`src/rtl/uart_rx_frame_ctrl.sv`:
```
// Frame controller behind the UART receiver: hunts for SOF, parses a length-prefixed frame, streams the payload.
// Optional trailer checksum enabled by defining FRAME_CSUM_EN.
module uart_rx_frame_ctrl #(
    parameter int          DW          = 8,
    parameter logic [DW-1:0] SOF       = 8'hA5,
    parameter int          MAX_LEN     = 64,
    parameter int          TIMEOUT_CYC = 100000
) (
    input  logic          clk,
    input  logic          rst,
    input  logic          rx_data_ready,
    input  logic [DW-1:0] rx_par,
    output logic          rx_akn,
    output logic          out_valid,
    input  logic          out_ready,
    output logic [DW-1:0] out_data,
    output logic          out_last,
    output logic          frame_done,
    output logic          frame_err,
    output logic [1:0]    err_code
);

    localparam int CW = $clog2(MAX_LEN + 1);
    localparam int TW = $clog2(TIMEOUT_CYC + 1);

    typedef enum logic [1:0] {HUNT, LEN, PAYLOAD, CSUM} state_t;

    state_t        state, state_n;
    logic [CW-1:0] len_reg, len_n;
    logic [CW-1:0] pay_cnt, cnt_n;
    logic [TW-1:0] tmo_cnt, tmo_n;
    logic [DW-1:0] data_n;
    logic          valid_n, last_n, done_n, err_n;
    logic [1:0]    code_n;
    logic          can_take, acc;
`ifdef FRAME_CSUM_EN
    logic [DW-1:0] sum, sum_n;
`endif

    // PAYLOAD only takes a word when the output register is free or draining this cycle
    assign can_take = (state != PAYLOAD) || !out_valid || out_ready;
    assign acc      = rx_data_ready && !rx_akn && can_take;

    always_comb begin
        state_n = state;
        len_n   = len_reg;
        cnt_n   = pay_cnt;
        tmo_n   = tmo_cnt;
        data_n  = out_data;
        valid_n = out_valid;
        last_n  = out_last;
        done_n  = 1'b0;
        err_n   = 1'b0;
        code_n  = 2'd0;
`ifdef FRAME_CSUM_EN
        sum_n   = sum;
`endif
        if (out_valid && out_ready) begin
            valid_n = 1'b0;
            last_n  = 1'b0;
        end

        case (state)
            HUNT: begin
                if (acc && rx_par == SOF)
                    state_n = LEN;
            end
            LEN: begin
                if (acc) begin
                    if (int'(rx_par) > MAX_LEN) begin
                        err_n   = 1'b1;
                        code_n  = 2'd3;
                        state_n = HUNT;
                    end else begin
                        len_n = CW'(rx_par);
                        cnt_n = '0;
`ifdef FRAME_CSUM_EN
                        sum_n = rx_par;
                        state_n = (rx_par == '0) ? CSUM : PAYLOAD;
`else
                        if (rx_par == '0) begin
                            done_n  = 1'b1;
                            state_n = HUNT;
                        end else begin
                            state_n = PAYLOAD;
                        end
`endif
                    end
                end
            end
            PAYLOAD: begin
                if (acc) begin
                    data_n  = rx_par;
                    valid_n = 1'b1;
                    cnt_n   = pay_cnt + 1'b1;
`ifdef FRAME_CSUM_EN
                    sum_n   = sum + rx_par;
`endif
                    if (pay_cnt == len_reg - CW'(1)) begin
                        last_n = 1'b1;
`ifdef FRAME_CSUM_EN
                        state_n = CSUM;
`else
                        done_n  = 1'b1;
                        state_n = HUNT;
`endif
                    end else begin
                        last_n = 1'b0;
                    end
                end
            end
            CSUM: begin
`ifdef FRAME_CSUM_EN
                if (acc) begin
                    if (DW'(sum + rx_par) == '0) begin
                        done_n = 1'b1;
                    end else begin
                        err_n  = 1'b1;
                        code_n = 2'd1;
                    end
                    state_n = HUNT;
                end
`else
                state_n = HUNT;
`endif
            end
            default: state_n = HUNT;
        endcase

        // inter-byte watchdog; an accepted word in the same cycle always wins
        if (state == HUNT) begin
            tmo_n = '0;
        end else if (acc) begin
            tmo_n = '0;
        end else if (tmo_cnt == TW'(TIMEOUT_CYC - 1)) begin
            tmo_n   = '0;
            err_n   = 1'b1;
            code_n  = 2'd2;
            state_n = HUNT;
        end else begin
            tmo_n = tmo_cnt + 1'b1;
        end
    end

    always_ff @(posedge clk) begin
        if (rst) begin
            state      <= HUNT;
            rx_akn     <= 1'b0;
            out_valid  <= 1'b0;
            out_last   <= 1'b0;
            out_data   <= '0;
            frame_done <= 1'b0;
            frame_err  <= 1'b0;
            err_code   <= 2'd0;
            len_reg    <= '0;
            pay_cnt    <= '0;
            tmo_cnt    <= '0;
`ifdef FRAME_CSUM_EN
            sum        <= '0;
`endif
        end else begin
            state      <= state_n;
            rx_akn     <= acc;
            out_valid  <= valid_n;
            out_last   <= last_n;
            out_data   <= data_n;
            frame_done <= done_n;
            frame_err  <= err_n;
            err_code   <= code_n;
            len_reg    <= len_n;
            pay_cnt    <= cnt_n;
            tmo_cnt    <= tmo_n;
`ifdef FRAME_CSUM_EN
            sum        <= sum_n;
`endif
        end
    end

endmodule

```
`config.mk`:
```
export PLATFORM = sky130hd
export DESIGN_NAME = uart_rx_frame_ctrl
export DESIGN_NICKNAME = d
export VERILOG_FILES = /design/src/rtl/uart_rx_frame_ctrl.sv
export SDC_FILE = /design/constraint.sdc
export NUM_CORES = 1
export LEC_CHECK = 0
export ABC_AREA = 0
export CELL_PAD_IN_SITES_DETAIL_PLACEMENT = 1
export CELL_PAD_IN_SITES_GLOBAL_PLACEMENT = 1
export CORE_ASPECT_RATIO = 1.2
export CORE_MARGIN = 4
export CORE_UTILIZATION = 37
export CTS_CLUSTER_DIAMETER = 150
export CTS_CLUSTER_SIZE = 25
export DETAILED_ROUTE_END_ITERATION = 16
export GPL_TIMING_DRIVEN = 0
export PLACE_DENSITY_LB_ADDON = 0.1
export RECOVER_POWER = 50
export SLEW_MARGIN = 20
export SYNTH_ARGS = -nofsm -noshare
export SYNTH_HDL_FRONTEND = slang
export SYNTH_SLANG_ARGS = --single-unit
```
`constraint.sdc`:
```
create_clock -name clk -period 2.08 [get_ports clk]
set_input_delay 0.312 -clock clk [delete_from_list [all_inputs] [get_ports clk]]
set_output_delay 0.312 -clock clk [all_outputs]
set_load 0.02 [all_outputs]
```
Yosys cells after proc, flatten, opt, wreduce, memory -nomap -nowiden
Cells that the tools add are included.

storage, ports and cells
  bits in registers = 48
  input port bits = 12
  output and inout bits = 15
  word-level logic and storage cells = 79

operators by class
  $add $sub $neg = 3
  $lt $le $gt $ge = 1
  eq/ne operators = 10
  muxes and demuxes = 38
  bitwise gates (word level) = 1
  reduce and logical (&&, ||, !) cells = 15

operator list
  cell                   number
  $mux 2                 15
  $mux 7                 3
  $add 17x1->17 const B  1
  $eq 17x17->1 const B   1
  $mux 1                 17
  $pmux 7 s2             1
  $eq 8x8->1 const B     1
  $gt 8x7->1 const B     1
  $logic_not 8->1        1
  $ne 2x2->1 const B     4
  $pmux 2 s4             1
  $add 7x1->7 const B    1
  $eq 7x7->1             1
  $sub 7x1->7 const B    1
  $eq 2x2->1 const B     2
  $logic_and 1x1->1      4
  $reduce_and 4->1       1
  $reduce_or 4->1        1
  $reduce_and 3->1       1
  $eq 2x1->1 const B     1
  $logic_not 1->1        2
  $logic_not 2->1        1
  $logic_or 1x1->1       2
  $pmux 1 s2             1
  3 further kinds        3

Longest topological paths before layout
  depth in word-level cells = 10
  gate-level depth with buffers = 10
  depth with buffers taken out = 8

Worst setup path after synthesis
OpenSTA, ideal clock, no wires.

  path type = register -> register
  start point = reg state[0]
  end point = reg state[1]
  setup time = 0.129 ns
  arrival time = 1.846 ns
  required time = 1.951 ns
  path slack = 0.105 ns
  stages on the path, launching flop included = 11
  clock period less this slack = 1.975 ns
  cells stage by stage = dfxtp_1 -> inv_1 -> ha_1 -> buf_2 -> nand3b_1 -> and3b_1 -> buf_2 -> nand4_1 -> a2111oi_1 -> nand4b_1 -> a31oi_1

between the ends
  longest elaborated chain between the ends = 10
  elaborated cells between the ends (all ways) = 16

RTL lines
  what                            line  RTL
  start: declaration              28    state_t state, state_n;
  start signal: assignment        162   state <= state_n;
  $ne 2x2->1                      41    assign can_take = (state != PAYLOAD) || !out_valid || out_ready;
  $logic_or 1x1->1 (2 in series)  41
  $logic_and 1x1->1               42    assign acc = rx_data_ready && !rx_akn && can_take;
  $logic_and 1x1->1               65    if (acc && rx_par == SOF)
  $mux 2                          65
  $pmux 2 s4                      63    case (state)
  $mux 2                          135   end else if (tmo_cnt == TW'(TIMEOUT_CYC - 1)) begin
  $mux 2                          133   end else if (acc) begin
  $mux 2 (*)                      131   if (state == HUNT) begin

Every way passes the cells marked *; elsewhere a longest branch is shown, timed or not.
A chain may end at the register's enable or synchronous reset.

Worst setup path after layout
  start point = reg state[0]
  end point = reg state[0]

Same word-level chain as after synthesis.

==> metrics.yaml <==
drc: 0
hp-class: "primary input to flip-flop"
core_mm2: 0.00601
final_nets: 323
multi_input_area_mm2: 0.00133
critical-path-slowest-cell: "a2111oi_4"
synthCells: 267
largest_register_ffs: 17
dr.pass1.iters: 4
grt_pass1_wl_um: 9000
synth_area_mm2: 0.00227
postLayoutCellArea_mm2: 0.00287
grt_start_max_net_pins: 14
fillers: 723
cts_sinks: 47
clkTransAtPathRegs_ns: 0.09
timing.critical_path.buf_inv: 3
grt_pass1_vias: 1973
grt_usage: 0.153
hold_viol: 0
pwr-share-clk: 0.386
gr-total-overflow: 0
fin_crit_ns: 2.02
period_share: 0.970
rsz0062_at_grt: "true"
n_antenna_cell: 0
largestRegisters: "tmo_cnt (17), out_data (8)"
yosys_warnings: 0
ant_nets: 0
worst_ir_drop_vdd_mv: 0.317
num_vias: 1940
htreeDepth: 2
final_util: 0.477
maxCapViolations: 0
syn-num-nets: 285
synth_cell_types: 41
cts_tree: "done"
p_leak_uw: 0.000968
slew_viol_final: 0
worstSetupPathType: "flip-flop to flip-flop"
crit_required_ns: 2.25
combPwrFrac: 0.051
cts_root_buf: "clkbuf_8"
drive_gt1_frac: 0.134
cpLargestDelayFamily: "simple AND/OR/NAND/NOR gates"
place_congestion: 0.763
rows: 31
fp.dieW_um: 79.5
relSlewSlack: 0.677
power_switching_uw: 358
routed_wl_um: 5420
worstSetupEndpointType: "flip-flop"
area_growth_pct: 26.3
dieArea_mm2: 0.00746
seqPwrFrac: 0.564
seq_area_frac_synth: 0.414
avgSynthCellArea_um2: 8.51
drt_iter0_drc: 41
max_freq_mhz: 496
die_y_um: 93.8
cp_data_arrival_time_ns: 2.19
ys_ff_latch: 47
worstPathCellList: "inv_2 -> ha_4 -> buf_6 -> nand3b_1 -> and3b_1 -> buf_6 -> nand4_1 -> a2111oi_4 -> nand3b_1 -> a2111oi_4"
status: "finished clean"
io_pins: 27
clk_path_buf_depth: 2
register_area_um2: 945
port_buffers: 24
setup_viol: 0
max_stage_delay_ns: 0.39
path_max_fanout: 5
largest-register: "tmo_cnt"
clk_latency_ns: 0.30
power-per-cell-area_mw_per_mm2: 557
antenna_found_initial: 0
tightest_slew_ns: 0.485
p_sw_frac: 0.224
wl_per_cell_um: 14.0
hpwl_um: 4130
skew_ns: 0.00899
start_util: 0.378
crit_path_start_kind: "flip-flop"
placed_cell_area_mm2: 0.00261
viasPerCell: 5.00
cts_buffers: 5
internal_power_uw: 1240
[power by group through the flow]
stage	Sequential, µW	Combinational, µW	Clock (µW)
final	901	80.8	617
after global routing	901	87.5	679
after CTS	901	71.5	633
after detailed placement	922	68.2	0
after global placement	922	67.4	0
after floorplan	923	29.0	0
[cell families (layout without fill, tap and decap cells)]
group / count (synthesis) / in the layout / synth area share
simple gates: 128 / 128 / 0.277
flops: 47 / 47 / 0.414
compound gates: 31 / 31 / 0.0953
xor+xnor: 27 / 27 / 0.104
buf+inv: 19 / 58 / 0.0364
mux: 9 / 9 / 0.0397
fa+ha+maj: 6 / 6 / 0.0331
[area by class of cell]
class	instances	area share
Clock buffer	8	0.0349
Buffer	12	0.0244
Sequential cell	47	0.329
Multi-Input combinational cell	201	0.464
Tap cell	82	0.0358
Timing Repair Buffer	31	0.103
Inverter	7	0.00916
[synth_stat cells]
library cell  instances  area share
nand3b_1              4       0.013
o2111ai_1             1      0.0039
nor3_2                2      0.0088
and4_1                1      0.0039
xor2_1               15       0.058
mux2i_1               9       0.040
o21ai_0               3      0.0066
nor2_2                2      0.0055
nor4b_1               1      0.0039
or4_4                 1      0.0050
or3_1                 3      0.0083
nor2b_1               1      0.0028
nor3b_1               1      0.0033
and3b_1               1      0.0039
inv_1                 7       0.012
a31oi_1               2      0.0055
xnor2_1              12       0.046
a2111oi_0             1      0.0039
buf_1                 1      0.0017
dfxtp_1              47        0.41
o211ai_4              1      0.0094
buf_2                 3      0.0066
nand2_1              24       0.040
a21o_1                1      0.0033
nor3_1                8       0.018
ha_1                  6       0.033
nor2_1               43       0.071
clkbuf_1              6      0.0099
buf_4                 2      0.0066
nand2b_1              3      0.0083
o22ai_1               1      0.0028
nand4_1               5       0.014
a21oi_1              18       0.040
nand3_1              18       0.040
o21ba_2               1      0.0044
nand4b_1              1      0.0039
and2_1                1      0.0028
nor4_1                2      0.0055
and3_1                6       0.017
a2111oi_1             1      0.0044
o221ai_4              1       0.012
[per-stage QoR]
step | setup WS (ns) | power (µW) | std cells | hold slack, ns | TNS (ns)
after floorplan | 0.105 | 952 | 267 | 0.430 | 0
final | 0.0625 | 1600 | 388 | 0.432 | 0
after global placement | -0.536 | 989 | 373 | 0.443 | -6.44
after CTS | -0.0147 | 1610 | 381 | 0.424 | -0.0168
after detailed placement | -0.466 | 990 | 373 | 0.449 | -6.54
after global routing | -0.0493 | 1670 | 388 | 0.441 | -0.0862
[routing by layer]
layer,GRT usage,wire (µm)
met3,0.0403,178
met5,0,0
met1,0.165,2260
met4,0.0630,116
met2,0.279,2860
[placed cells by master, fill, tap and decap left out, types with 3 or more instances in the layout]
master,Yosys,routed
dfxtp_1,47,44
nor2_1,43,43
nand2_1,24,24
clkdlybuf4s50_1,0,23
nand3_1,18,18
a21oi_1,18,17
xor2_1,15,15
xnor2_1,12,12
mux2i_1,9,9
buf_4,2,9
nor3_1,8,8
clkbuf_8,0,7
inv_1,7,6
clkbuf_1,6,6
and3_1,6,6
nand4_1,5,5
ha_1,6,5
nand3b_1,4,4
o21ai_0,3,3
nand2b_1,3,3
dfxtp_2,0,3
[timing repair]
item	CTS	global route
setup endpoints to repair	19	25
resized for setup	10	14
hold buffers	0	0
gates cloned	0	0
pin swaps	1	9
setup buffers	0	7
[worst min-delay path, stage by stage]
cell	delay [ns]
dlymetal6s2s_1	0.22
nand3_1	0.11
a21oi_1	0.06
[worst paths after layout]
kind	startpoint	slack (ns)	endpoint	depth (start not counted)
worst min-delay path	rx_par[7]	0.43	out_data[7]$_SDFFE_PP0P_	3
worst max-delay path	state[0]$_SDFF_PP0_	0.06	state[0]$_SDFF_PP0_	10
worst min register to register	out_data[0]$_SDFFE_PP0P_	0.46	out_data[0]$_SDFFE_PP0P_	2
worst max register to register	state[0]$_SDFF_PP0_	0.06	state[0]$_SDFF_PP0_	10
Note: power is estimated with default switching activity, not from simulation.
